$ cat src/rtl/tl_pkg.sv
// Shared TileLink constants and the bridge state encoding for the TL-to-APB bridge.
package tl_pkg;

  localparam logic [2:0] PUT_FULL    = 3'd0;
  localparam logic [2:0] PUT_PARTIAL = 3'd1;
  localparam logic [2:0] GET         = 3'd4;
  localparam logic [2:0] ACK         = 3'd0;
  localparam logic [2:0] ACK_DATA    = 3'd1;

  typedef enum logic [1:0] {
    ST_IDLE   = 2'd0,
    ST_SETUP  = 2'd1,
    ST_ACCESS = 2'd2,
    ST_RESP   = 2'd3
  } bridge_state_e;

  function automatic logic is_put(input logic [2:0] op);
    return (op == PUT_FULL) || (op == PUT_PARTIAL);
  endfunction

endpackage

$ cat src/rtl/tl_apb_bridge.sv
// TileLink-UL single-beat slave to APB bridge: one request at a time, SETUP/ACCESS
// bus phases, one D response per request, ACCESS phase bounded by a timeout.
//
// state  | meaning
// IDLE   | a_ready high, waiting for an A request
// SETUP  | psel high, penable low
// ACCESS | psel and penable high, waiting for pready or timeout
// RESP   | d_valid high until d_ready
module tl_apb_bridge
  import tl_pkg::*;
#(
  parameter int TIMEOUT_CYCLES = 255
) (
  input  logic        clock,
  input  logic        reset,
  output logic        auto_in_a_ready,
  input  logic        auto_in_a_valid,
  input  logic [2:0]  auto_in_a_bits_opcode,
  input  logic [2:0]  auto_in_a_bits_param,
  input  logic [1:0]  auto_in_a_bits_size,
  input  logic [9:0]  auto_in_a_bits_source,
  input  logic [25:0] auto_in_a_bits_address,
  input  logic [3:0]  auto_in_a_bits_mask,
  input  logic [31:0] auto_in_a_bits_data,
  input  logic        auto_in_a_bits_corrupt,
  input  logic        auto_in_d_ready,
  output logic        auto_in_d_valid,
  output logic [2:0]  auto_in_d_bits_opcode,
  output logic [1:0]  auto_in_d_bits_size,
  output logic [9:0]  auto_in_d_bits_source,
  output logic [31:0] auto_in_d_bits_data,
  output logic        psel,
  output logic        penable,
  output logic        pwrite,
  output logic [25:0] paddr,
  output logic [31:0] pwdata,
  output logic [3:0]  pstrb,
  input  logic        pready,
  input  logic [31:0] prdata,
  output logic        timeout_err
);

  localparam int CW = $clog2(TIMEOUT_CYCLES + 1);
  localparam logic [CW-1:0] CNT_LAST = CW'(TIMEOUT_CYCLES - 1);

  bridge_state_e state_q, state_d;
  logic [2:0]    op_q, op_d;
  logic [1:0]    size_q, size_d;
  logic [9:0]    source_q, source_d;
  logic [25:0]   addr_q, addr_d;
  logic [3:0]    mask_q, mask_d;
  logic [31:0]   wdata_q, wdata_d;
  logic [31:0]   rdata_q, rdata_d;
  logic [CW-1:0] cnt_q, cnt_d;
  logic          tout_q, tout_d;

  logic unused_param;
  assign unused_param = ^auto_in_a_bits_param;

  always_comb begin
    state_d  = state_q;
    op_d     = op_q;
    size_d   = size_q;
    source_d = source_q;
    addr_d   = addr_q;
    mask_d   = mask_q;
    wdata_d  = wdata_q;
    rdata_d  = rdata_q;
    cnt_d    = cnt_q;
    tout_d   = 1'b0;
    unique case (state_q)
      ST_IDLE: begin
        if (auto_in_a_valid) begin
          op_d     = auto_in_a_bits_opcode;
          size_d   = auto_in_a_bits_size;
          source_d = auto_in_a_bits_source;
          addr_d   = auto_in_a_bits_address;
          mask_d   = auto_in_a_bits_mask;
          wdata_d  = auto_in_a_bits_data;
          rdata_d  = '0;
          // Poisoned writes and unsupported opcodes are acked without touching the bus.
          if ((auto_in_a_bits_opcode == GET) ||
              (is_put(auto_in_a_bits_opcode) && !auto_in_a_bits_corrupt)) begin
            state_d = ST_SETUP;
            cnt_d   = '0;
          end else begin
            state_d = ST_RESP;
          end
        end
      end
      ST_SETUP: state_d = ST_ACCESS;
      ST_ACCESS: begin
        cnt_d = cnt_q + CW'(1);
        if (pready) begin
          if (op_q == GET) rdata_d = prdata;
          state_d = ST_RESP;
        end else if (cnt_q == CNT_LAST) begin
          tout_d  = 1'b1;
          state_d = ST_RESP;
        end
      end
      ST_RESP: begin
        if (auto_in_d_ready) state_d = ST_IDLE;
      end
      default: state_d = ST_IDLE;
    endcase
  end

  always_ff @(posedge clock) begin
    if (reset) begin
      state_q  <= ST_IDLE;
      op_q     <= '0;
      size_q   <= '0;
      source_q <= '0;
      addr_q   <= '0;
      mask_q   <= '0;
      wdata_q  <= '0;
      rdata_q  <= '0;
      cnt_q    <= '0;
      tout_q   <= 1'b0;
    end else begin
      state_q  <= state_d;
      op_q     <= op_d;
      size_q   <= size_d;
      source_q <= source_d;
      addr_q   <= addr_d;
      mask_q   <= mask_d;
      wdata_q  <= wdata_d;
      rdata_q  <= rdata_d;
      cnt_q    <= cnt_d;
      tout_q   <= tout_d;
    end
  end

  logic bus_active;
  assign bus_active = (state_q == ST_SETUP) || (state_q == ST_ACCESS);

  assign auto_in_a_ready       = (state_q == ST_IDLE);
  assign auto_in_d_valid       = (state_q == ST_RESP);
  assign auto_in_d_bits_opcode = (op_q == GET) ? ACK_DATA : ACK;
  assign auto_in_d_bits_size   = size_q;
  assign auto_in_d_bits_source = source_q;
  assign auto_in_d_bits_data   = rdata_q;
  assign psel                  = bus_active;
  assign penable               = (state_q == ST_ACCESS);
  // Gated so the bus reads as a quiet read while idle and out of reset.
  assign pwrite                = bus_active && is_put(op_q);
  assign paddr                 = addr_q;
  assign pwdata                = wdata_q;
  assign pstrb                 = is_put(op_q) ? mask_q : 4'b0000;
  assign timeout_err           = tout_q;

endmodule
$ cat config.mk
export PLATFORM = sky130hd
export DESIGN_NAME = tl_apb_bridge
export DESIGN_NICKNAME = d
export VERILOG_FILES = /design/src/rtl/tl_pkg.sv /design/src/rtl/tl_apb_bridge.sv
export SDC_FILE = /design/constraint.sdc
export NUM_CORES = 1
export LEC_CHECK = 0
export ABC_AREA = 1
export BUFFER_PORTS_ARGS = -buffer_cell sky130_fd_sc_hd__buf_2
export CORE_MARGIN = 2
export CORE_UTILIZATION = 50
export DETAILED_ROUTE_END_ITERATION = 6
export HOLD_SLACK_MARGIN = 0.06
export PLACE_DENSITY = 0.86
export SLEW_MARGIN = 20
export SYNTH_ARGS = -nofsm -noshare
export SYNTH_HDL_FRONTEND = slang
export SYNTH_SLANG_ARGS = --single-unit
$ cat constraint.sdc
create_clock -name clock -period 3.7 [get_ports clock]
set_input_delay 0.185 -clock clock [delete_from_list [all_inputs] [get_ports clock]]
set_output_delay 0.185 -clock clock [all_outputs]
set_load 0.05 [all_outputs]
Word-level counts from Yosys, hierarchy flattened:

Cells that the tools add are included.

* register bits after elaboration: 120
* word-level logic and storage cells: 58

* add/sub/neg operators: 1
* eq/ne operators: 14
* multiplexer cells: 16
* bitwise operators: 1
* reduce and logical (&&, ||, !) cells: 16

Operators with widths (count)
* 32-bit two-way mux: 3
* 32-bit case mux with 2 select lines: 1
* 8-bit two-way mux: 2
* 8-bit case mux with 2 select lines: 1
* 2-bit two-way mux: 5
* 8-bit by 1-bit adder with 8-bit output (second input constant): 1
* 8-bit == test (second input constant): 1
* 2-bit by 1-bit inequality test with 1-bit output (second input constant): 4
* 2-bit case mux with 4 select lines: 1
* 3-bit by 1-bit == test with 1-bit output (second input constant): 2
* 3-bit == test (second input constant): 2
* 3-bit zero test: 2
* 3-bit AND reduction: 2
* 2-bit == test (second input constant): 2
* 1-bit logical OR: 4
* 4-bit two-way mux: 1
* 4-bit AND reduction: 1
* 3-bit by 1-bit inequality test with 1-bit output (second input constant): 1
* 3-bit OR reduction: 1
* 2-bit by 1-bit == test with 1-bit output (second input constant): 1
* 1-bit logical AND: 2
* 2-bit zero test: 1
* 1-bit two-way mux: 2
* 2-bit inequality test (second input constant): 1
* 4 further kinds: 4

Depth between registers and ports, before layout:

Gate-level depths: netlist of run 1.

* depth in word-level cells: 7
* gate-level depth with buffers: 11

Worst setup path after synthesis of run 1:

OpenSTA, ideal clock, no wires.

* path kind: register -> register
* start: reg state_q[0]
* end: reg rdata_q[13], in the netlist auto_in_d_bits_data[13]
* arrival: 1948 ps
* required time: 3583 ps
* path slack: 1636 ps
* stages on the path, launching flop included: 11
* buffers on the path: 1
* clock period less this slack: 2064 ps
* path through: dfxtp_1 -> inv_1 -> ha_1 -> nand2_1 -> o21ai_4 -> inv_2 -> nor2_8 -> buf_2 -> nand3_1 -> nand2_1 -> nor2_1

* word-level cells in the longest chain between the ends: 3
* elaborated cells between the ends (all ways): 8
* those cells by class: 4 x eq/ne; 1 x mux; 3 x reduce/logical

Ends and longest elaborated chain
* start: declaration: RTL line tl_apb_bridge.sv:46 `bridge_state_e state_q, state_d;`
* start signal: assignment: RTL line tl_apb_bridge.sv:122 `state_q <= state_d;`
* 2-bit zero test (*)
* named net auto_in_a_ready: RTL line tl_apb_bridge.sv:16 `output logic auto_in_a_ready,`
* 2-bit by 1-bit inequality test with 1-bit output (no source line) or 2-bit nonzero test (tied branches)
* 4-bit AND reduction (no source line)
* end signal: assignment: RTL line tl_apb_bridge.sv:129 `rdata_q <= rdata_d;`
* end: declaration: RTL line tl_apb_bridge.sv:53 `logic [31:0] rdata_q, rdata_d;`

Mark *: on every way through the listed nets, which the timed path passes. The rest lies on a longest branch.
A chain may end at the register's enable or synchronous reset.

Worst setup path in the final report of run 1:

* start: reg state_q[0]
* end: reg rdata_q[0], in the netlist auto_in_d_bits_data[0]

* word-level cells in the longest chain between the ends: 3
* elaborated cells between the ends (all ways): 8
* those cells by class: 4 x eq/ne; 1 x mux; 3 x reduce/logical

Ends and longest elaborated chain
* 2-bit == test or 2-bit zero test (tied branches): RTL line tl_apb_bridge.sv:71 `unique case (state_q)`
* 2-bit by 1-bit inequality test with 1-bit output (no source line) or 2-bit nonzero test (tied branches)
* 4-bit AND reduction (no source line)

Parallel ways exist; a longest one is shown, timed or not.

==> impl_metrics.env, run 1 <==
export IMPL_required_ns=4.09
export IMPL_overflow=0
export IMPL_critPathLaunch="state_q[0]"
export IMPL_outcome="finished clean"
export IMPL_fin_tns_setup_ns=0
export IMPL_antenna_found_initial=0
export IMPL_place_area_um2=5980
export IMPL_preCtsSetupSlack_ns=1.34
export IMPL_synth_warning_count=0
export IMPL_clock_skew_ns=0.00964
export IMPL_grt_pass1_vias=5794
export IMPL_via_per_inst=5.29
export IMPL_place_congestion=0.870
export IMPL_synth_most_common_cell="nor2_1"
export IMPL_cts_sinks=120
export IMPL_cts_root_buffer="clkbuf_8"
export IMPL_setup_viol=0
export IMPL_p_leak_nw=3.78
export IMPL_netlist_top_cells_area="dfxtp_1, nor2_1, o21ai_0"
export IMPL_synth_top_area_share_pct=49.8
export IMPL_powerDensity_nw_per_um2=963
export IMPL_worstHoldPathType="in -> reg"
export IMPL_worstReg2RegEnd="auto_in_d_bits_data[0]"
export IMPL_drv_cap=0
export IMPL_grt_pass1_wl_um=28000
export IMPL_syn_area_um2=4830
export IMPL_drv_slew=0
export IMPL_slew_headroom_pct=48.1
export IMPL_fin_crit_sh_pct=64.7
export IMPL_cts_path_max_buffers=2
export IMPL_synthArstFlopShare_pct=0
export IMPL_drive_above_1_share_pct=27.2
export IMPL_die_h_um=102
export IMPL_postLayoutCoreUtil_pct=83.3
export IMPL_ys_flop_type="dfxtp_1"
export IMPL_critPathMaxFanout=64
export IMPL_drc=0
export IMPL_design_area_um2=7730
export IMPL_synth_edff_count=0
export IMPL_r2r_slack_ns=1.31
export IMPL_path_class="reg -> reg"
export IMPL_die_area_um2=10500
export IMPL_postCtsSetupBuffers=0
export IMPL_finalCriticalPeriod_ns=2.39
export IMPL_track_usage_pct=34.5
export IMPL_synthCells=680
export IMPL_cts_tree="built"
export IMPL_peakVddDrop_mv=0.627
export IMPL_cp_arrival_ns=2.79
export IMPL_final_setup_worst_slack_ns=1.31
export IMPL_cts_inserted_buffers=17
export IMPL_start_util_pct=52.0
export IMPL_tightestPinTransition_ns=0.778
export IMPL_firstDrtPassIters=5
export IMPL_rows=35
export IMPL_vias=6032
export IMPL_port_buffers=227
export IMPL_synth_common_cells="nor2_1, dfxtp_1, nand2_1"
export IMPL_post_drt_wl_per_cell_um=16.3
export IMPL_synth_cell_types=19
export IMPL_clk_latency_ns=0.51
export IMPL_hpwlAfterDp_um=8640
export IMPL_num_nets_final=1121
export IMPL_place_inst=996
export IMPL_instances_no_fill=1140
export IMPL_core_um2=9280
export IMPL_power_total_mw=7.45
export IMPL_crit_end="auto_in_d_bits_data[0]"
export IMPL_synth_area_leader_cell="dfxtp_1"
export IMPL_die_w_um=102
export IMPL_area_growth_pct=60.2
export IMPL_grt_max_degree=86
export IMPL_end_kind="register"
export IMPL_avgSynthCellArea_um2=7.10
export IMPL_htree_num_levels=4
export IMPL_io_pins=233
export IMPL_seq_area_frac_synth_pct=49.8
export IMPL_drt_total_wl_um=18600
export IMPL_start_kind="register"
export IMPL_antenna_diode_count=0
export IMPL_hold_ws_ns=0.175
export IMPL_r2r_worst_path_cells=10
export IMPL_ant_nets=0
export IMPL_synth_seq_cells=120
export IMPL_reg2reg_from="state_q[0]"
export IMPL_fmax_mhz=418
export IMPL_rsz0062_at_grt="false"
export IMPL_drt_iter0_drc=319
export IMPL_hold_viol_final=0
export IMPL_cts_reportedPaths_clkPinSlew_ns=0.06
layout by cell type, fill, tap and decap left out, drive strengths merged:
cell type    synthesis  routed
buf                 10     232
nor2               202     202
dfxtp              120     120
dlygate4sd3          0     112
nand2              104     104
o21ai               83      83
a21oi               42      42
nand3               41      41
inv                 32      37
clkbuf              36      17
clkinv               0       6
ha                   5       5
bufinv               0       4
nor3                 2       2
conb                 1       2
or2                  1       1
nor4                 1       1
power breakdown:
part	internal (mW)	switching (mW)	total, mW	leakage (nW)
logic	0.877	2.83	3.71	2.48
registers	1.72	0.250	1.97	0.989
clock network	1.11	0.655	1.77	0.310
total	3.71	3.74	7.45	3.78
state kept, by name, summed over array words and instances (netlist names), 2 cells and up:
| register | cells |
|---|---|
| auto_in_d_bits_data | 32 |
| pwdata | 32 |
| paddr | 26 |
| auto_in_d_bits_source | 10 |
| cnt_q | 8 |
| mask_q | 4 |
| op_q | 3 |
| auto_in_d_bits_size | 2 |
| state_q | 2 |
how the worst min path moves through the flow:
stage	start	cells past startpoint	to
3_3_place_gp	pready	2	timeout_err
2_1_floorplan	reset	1	cnt_q[2]
3_5_place_dp	pready	2	timeout_err
4_1_cts	auto_in_d_ready	6	state_q[0]
6_report	auto_in_d_ready	6	state_q[0]
5_1_grt	auto_in_d_ready	6	state_q[0]
per-layer routing:
metal | wire [um] | up-vias | track usage [%]
li1 | - | 2793 | -
met5 | 0 | - | 0
met1 | 6890 | 2755 | 36.0
met4 | 1100 | 0 | 21.3
met2 | 8880 | 385 | 59.7
met3 | 1730 | 99 | 11.7
critical path: stages (launching register included):
cell	delay, ns
dfxtp_1	0.31
inv_1	0.10
ha_1	0.18
buf_4	0.25
inv_2	0.15
o21ai_4	0.22
inv_2	0.10
nor2_8	0.60
nand3_1	0.18
nand2_1	0.12
nor2_1	0.05
cell type report:
cell class / instances / area [um^2]
Sequential cell: 120 / 2400
Timing Repair Buffer: 344 / 2310
Multi-Input combinational cell: 483 / 2110
Fill cell: 548 / 1550
Clock buffer: 17 / 414
Clock inverter: 15 / 215
Tap cell: 129 / 161
Inverter: 32 / 120
kinds of logic (layout without fill, tap and decap cells):
group	after synthesis	count (layout)	synth area share, %
DFF	120	120	49.8
AOI/OAI and AO/OA	125	125	13.2
and+or+nand+nor	351	351	28.9
other	1	2	0.0777
buffers and inverters	78	408	6.74
adders and majority gates	5	5	1.30
repair_timing:
action / in CTS / in global routing
hold buffers: 112 / 0
hold endpoints to repair: 112 / 0
resized for setup: 0 / 0
endpoints found under the setup margin: 0 / 0
Note: power is estimated with default switching activity, not from simulation.
==> inputs of run 2 (changes only) <==
- ABC_AREA: 1 -> 0
- CORE_UTILIZATION: 50 -> 44
- PLACE_DENSITY: 0.86 -> 0.79
- clock period: 3.7 -> 2.22 ns (I/O delays scaled with it)
==> impl_metrics.env, run 2 <==
export IMPL_outcome="finished clean"
export IMPL_clk_latency_ns=0.51
export IMPL_cts_inserted_buffers=17
export IMPL_slowest_stage="nor2_4"
export IMPL_synthArstFlopShare_pct=0
export IMPL_r2r_slack_ns=0.30
export IMPL_cts_sinks=120
export IMPL_cts_reportedPaths_clkPinSlew_ns=0.06
export IMPL_fillerInstances=618
export IMPL_whs_path_depth=3
export IMPL_vias=4914
export IMPL_grt_pass1_wl_um=21700
export IMPL_worstReg2RegEnd="auto_in_d_bits_data[13]"
export IMPL_hold_ws_ns=0.0966
export IMPL_instances_no_fill=973
export IMPL_seq_area_frac_synth_pct=55.4
export IMPL_slew_headroom_pct=53.6
export IMPL_io_pins=233
export IMPL_multi_input_area_um2=1750
export IMPL_fmax_mhz=521
export IMPL_synth_common_cells="nand2_1, dfxtp_1, a21oi_1"
export IMPL_powerDensity_nw_per_um2=1130
export IMPL_rows=36
export IMPL_post_drt_wl_per_cell_um=15.1
export IMPL_cts_root_buffer="clkbuf_8"
export IMPL_hold_viol_final=0
export IMPL_grt_max_degree=80
export IMPL_p_leak_nw=3.41
export IMPL_hpwlAfterDp_um=8250
export IMPL_grt_pass1_vias=4791
export IMPL_combinationalPowerShare_pct=34.3
export IMPL_end_kind="register"
export IMPL_path_buf_inv=1
export IMPL_postLayoutCoreUtil_pct=75.5
export IMPL_drv_cap=0
export IMPL_antenna_diode_count=0
export IMPL_hold_path_startpoint="auto_in_a_valid"
export IMPL_place_inst=828
export IMPL_antenna_found_initial=0
export IMPL_netlist_top_cells_area="dfxtp_1, nand2_1, a21oi_1"
export IMPL_drt_iter0_drc=159
export IMPL_place_congestion=0.766
export IMPL_synth_edff_count=0
export IMPL_num_nets_final=950
export IMPL_drc=0
export IMPL_path_class="reg -> reg"
export IMPL_synthCells=497
export IMPL_postCtsSetupBuffers=0
export IMPL_overflow=0
export IMPL_reg2reg_from="state_q[0]"
export IMPL_min_to="state_q[1]"
export IMPL_regArea_um2=2400
export IMPL_rsz0062_at_grt="false"
export IMPL_worstHoldPathType="in -> reg"
export IMPL_layout_commonest_cell="buf_2"
export IMPL_pwr_share_clk_pct=34.4
export IMPL_track_usage_pct=26.4
export IMPL_core_um2=9680
export IMPL_port_buffers=227
export IMPL_cts_path_max_buffers=2
export IMPL_critPathMaxFanout=32
export IMPL_cp_arrival_ns=2.36
export IMPL_ys_flop_type="dfxtp_1"
export IMPL_area_growth_pct=68.6
export IMPL_synth_warning_count=0
export IMPL_die_area_um2=10700
export IMPL_required_ns=2.67
export IMPL_syn_area_um2=4340
export IMPL_setup_viol=0
export IMPL_via_per_inst=5.05
export IMPL_htree_num_levels=4
export IMPL_synth_most_common_cell="nand2_1"
export IMPL_p_sw_mw=3.16
export IMPL_firstDrtPassIters=5
export IMPL_drt_total_wl_um=14700
export IMPL_p_int_mw=5.08
export IMPL_finalCriticalPeriod_ns=1.92
export IMPL_clock_skew_ns=0.00904
export IMPL_drive_above_1_share_pct=32.4
export IMPL_die_h_um=103
export IMPL_avgSynthCellArea_um2=8.72
export IMPL_synth_top_area_share_pct=55.4
export IMPL_r2r_worst_path_cells=6
export IMPL_synth_seq_cells=120
export IMPL_path_delay_family="simple AND/OR/NAND/NOR gates"
export IMPL_synth_cell_types=38
export IMPL_ant_nets=0
export IMPL_cp_cell_sequence="inv_1 -> ha_1 -> nor2b_1 -> a211oi_1 -> nor2_4 -> a22o_1"
export IMPL_fin_tns_setup_ns=0
export IMPL_crit_cells=6
export IMPL_power_total_mw=8.25
export IMPL_drv_slew=0
export IMPL_peakVddDrop_mv=0.627
export IMPL_pwr_share_seq_pct=31.3
export IMPL_fin_crit_sh_pct=86.4
export IMPL_tightestPinTransition_ns=0.694
export IMPL_cpPeakStageDelay_ns=0.55
export IMPL_start_kind="register"
export IMPL_cts_tree="built"
export IMPL_mostFrequentLayoutCells="buf_2, nand2_1, dfxtp_1, dlygate4sd3_1, a21oi_1"
export IMPL_synth_area_leader_cell="dfxtp_1"
export IMPL_p_sw_share_pct=38.3
export IMPL_start_util_pct=44.8
export IMPL_die_w_um=103
## run 2: worst max path at each step
stage,startpoint,endpoint,slack [ns]
after floorplan,state_q[0],cnt_q[1],0.09
after global placement,state_q[0],auto_in_d_bits_data[12],0.11
after detailed placement,state_q[0],auto_in_d_bits_data[23],-0.1
after CTS,state_q[0],auto_in_d_bits_data[23],0.29
after global routing,state_q[0],auto_in_d_bits_data[13],0.13
final,state_q[0],auto_in_d_bits_data[13],0.30
## run 2: cells by family (layout without fill, tap and decap cells)
group,after synthesis,count (layout),synth area share (%)
compound gates,131,131,19.2
xor+xnor,1,1,0.202
fa+ha+maj,5,5,1.44
buf+inv,44,386,4.65
flops,120,120,55.4
mux,1,1,0.317
other cells,1,2,0.0865
simple gates,194,194,18.6
## run 2: routing by layer
metal / global-route usage (%) / vias to the layer above / part of all wire, %
met5: 0 / - / 0
met4: 12.8 / 0 / 2.8
met3: 9.21 / 39 / 9.8
met2: 45.7 / 260 / 49
met1: 28.8 / 2274 / 38
li1: - / 2341 / -
## run 2: area by class of cell
| cell class | count | area share (%) |
|---|---|---|
| multi-input combinational | 334 | 24.0 |
| tap | 133 | 2.28 |
| timing repair buffer | 347 | 32.1 |
| sequential | 120 | 32.9 |
| inverter | 7 | 0.360 |
| clock buffer | 20 | 6.09 |
| clock inverter | 12 | 2.36 |
## run 2: through the flow
step	instance area (um^2)	worst slack (ns)
2_1_floorplan	4340	0.0946
3_3_place_gp	5550	0.107
3_5_place_dp	5550	-0.0959
4_1_cts	7310	0.291
5_1_grt	7310	0.132
6_report	7310	0.302
## run 2: what timing repair did
action,in CTS,in global routing
hold buffers,113,0
hold endpoints to repair,113,0
setup endpoints to repair,32,0
resized for setup,1,0
## run 2: power by group through the flow
stage / combinational, mW / sequential [mW] / clock (mW)
detailed placement: 2.63 / 2.61 / 0
global placement: 2.57 / 2.59 / 0
finish: 2.83 / 2.58 / 2.84
CTS: 2.80 / 2.57 / 2.89
floorplan: 1.22 / 3.40 / 0
global route: 3.01 / 2.61 / 2.98
## run 2: tightest hold or removal path: cells and delay by family
kind	cells	cell delay [ns]
simple gates	1	0.17
buf+inv	1	0.13
compound gates	1	0.16
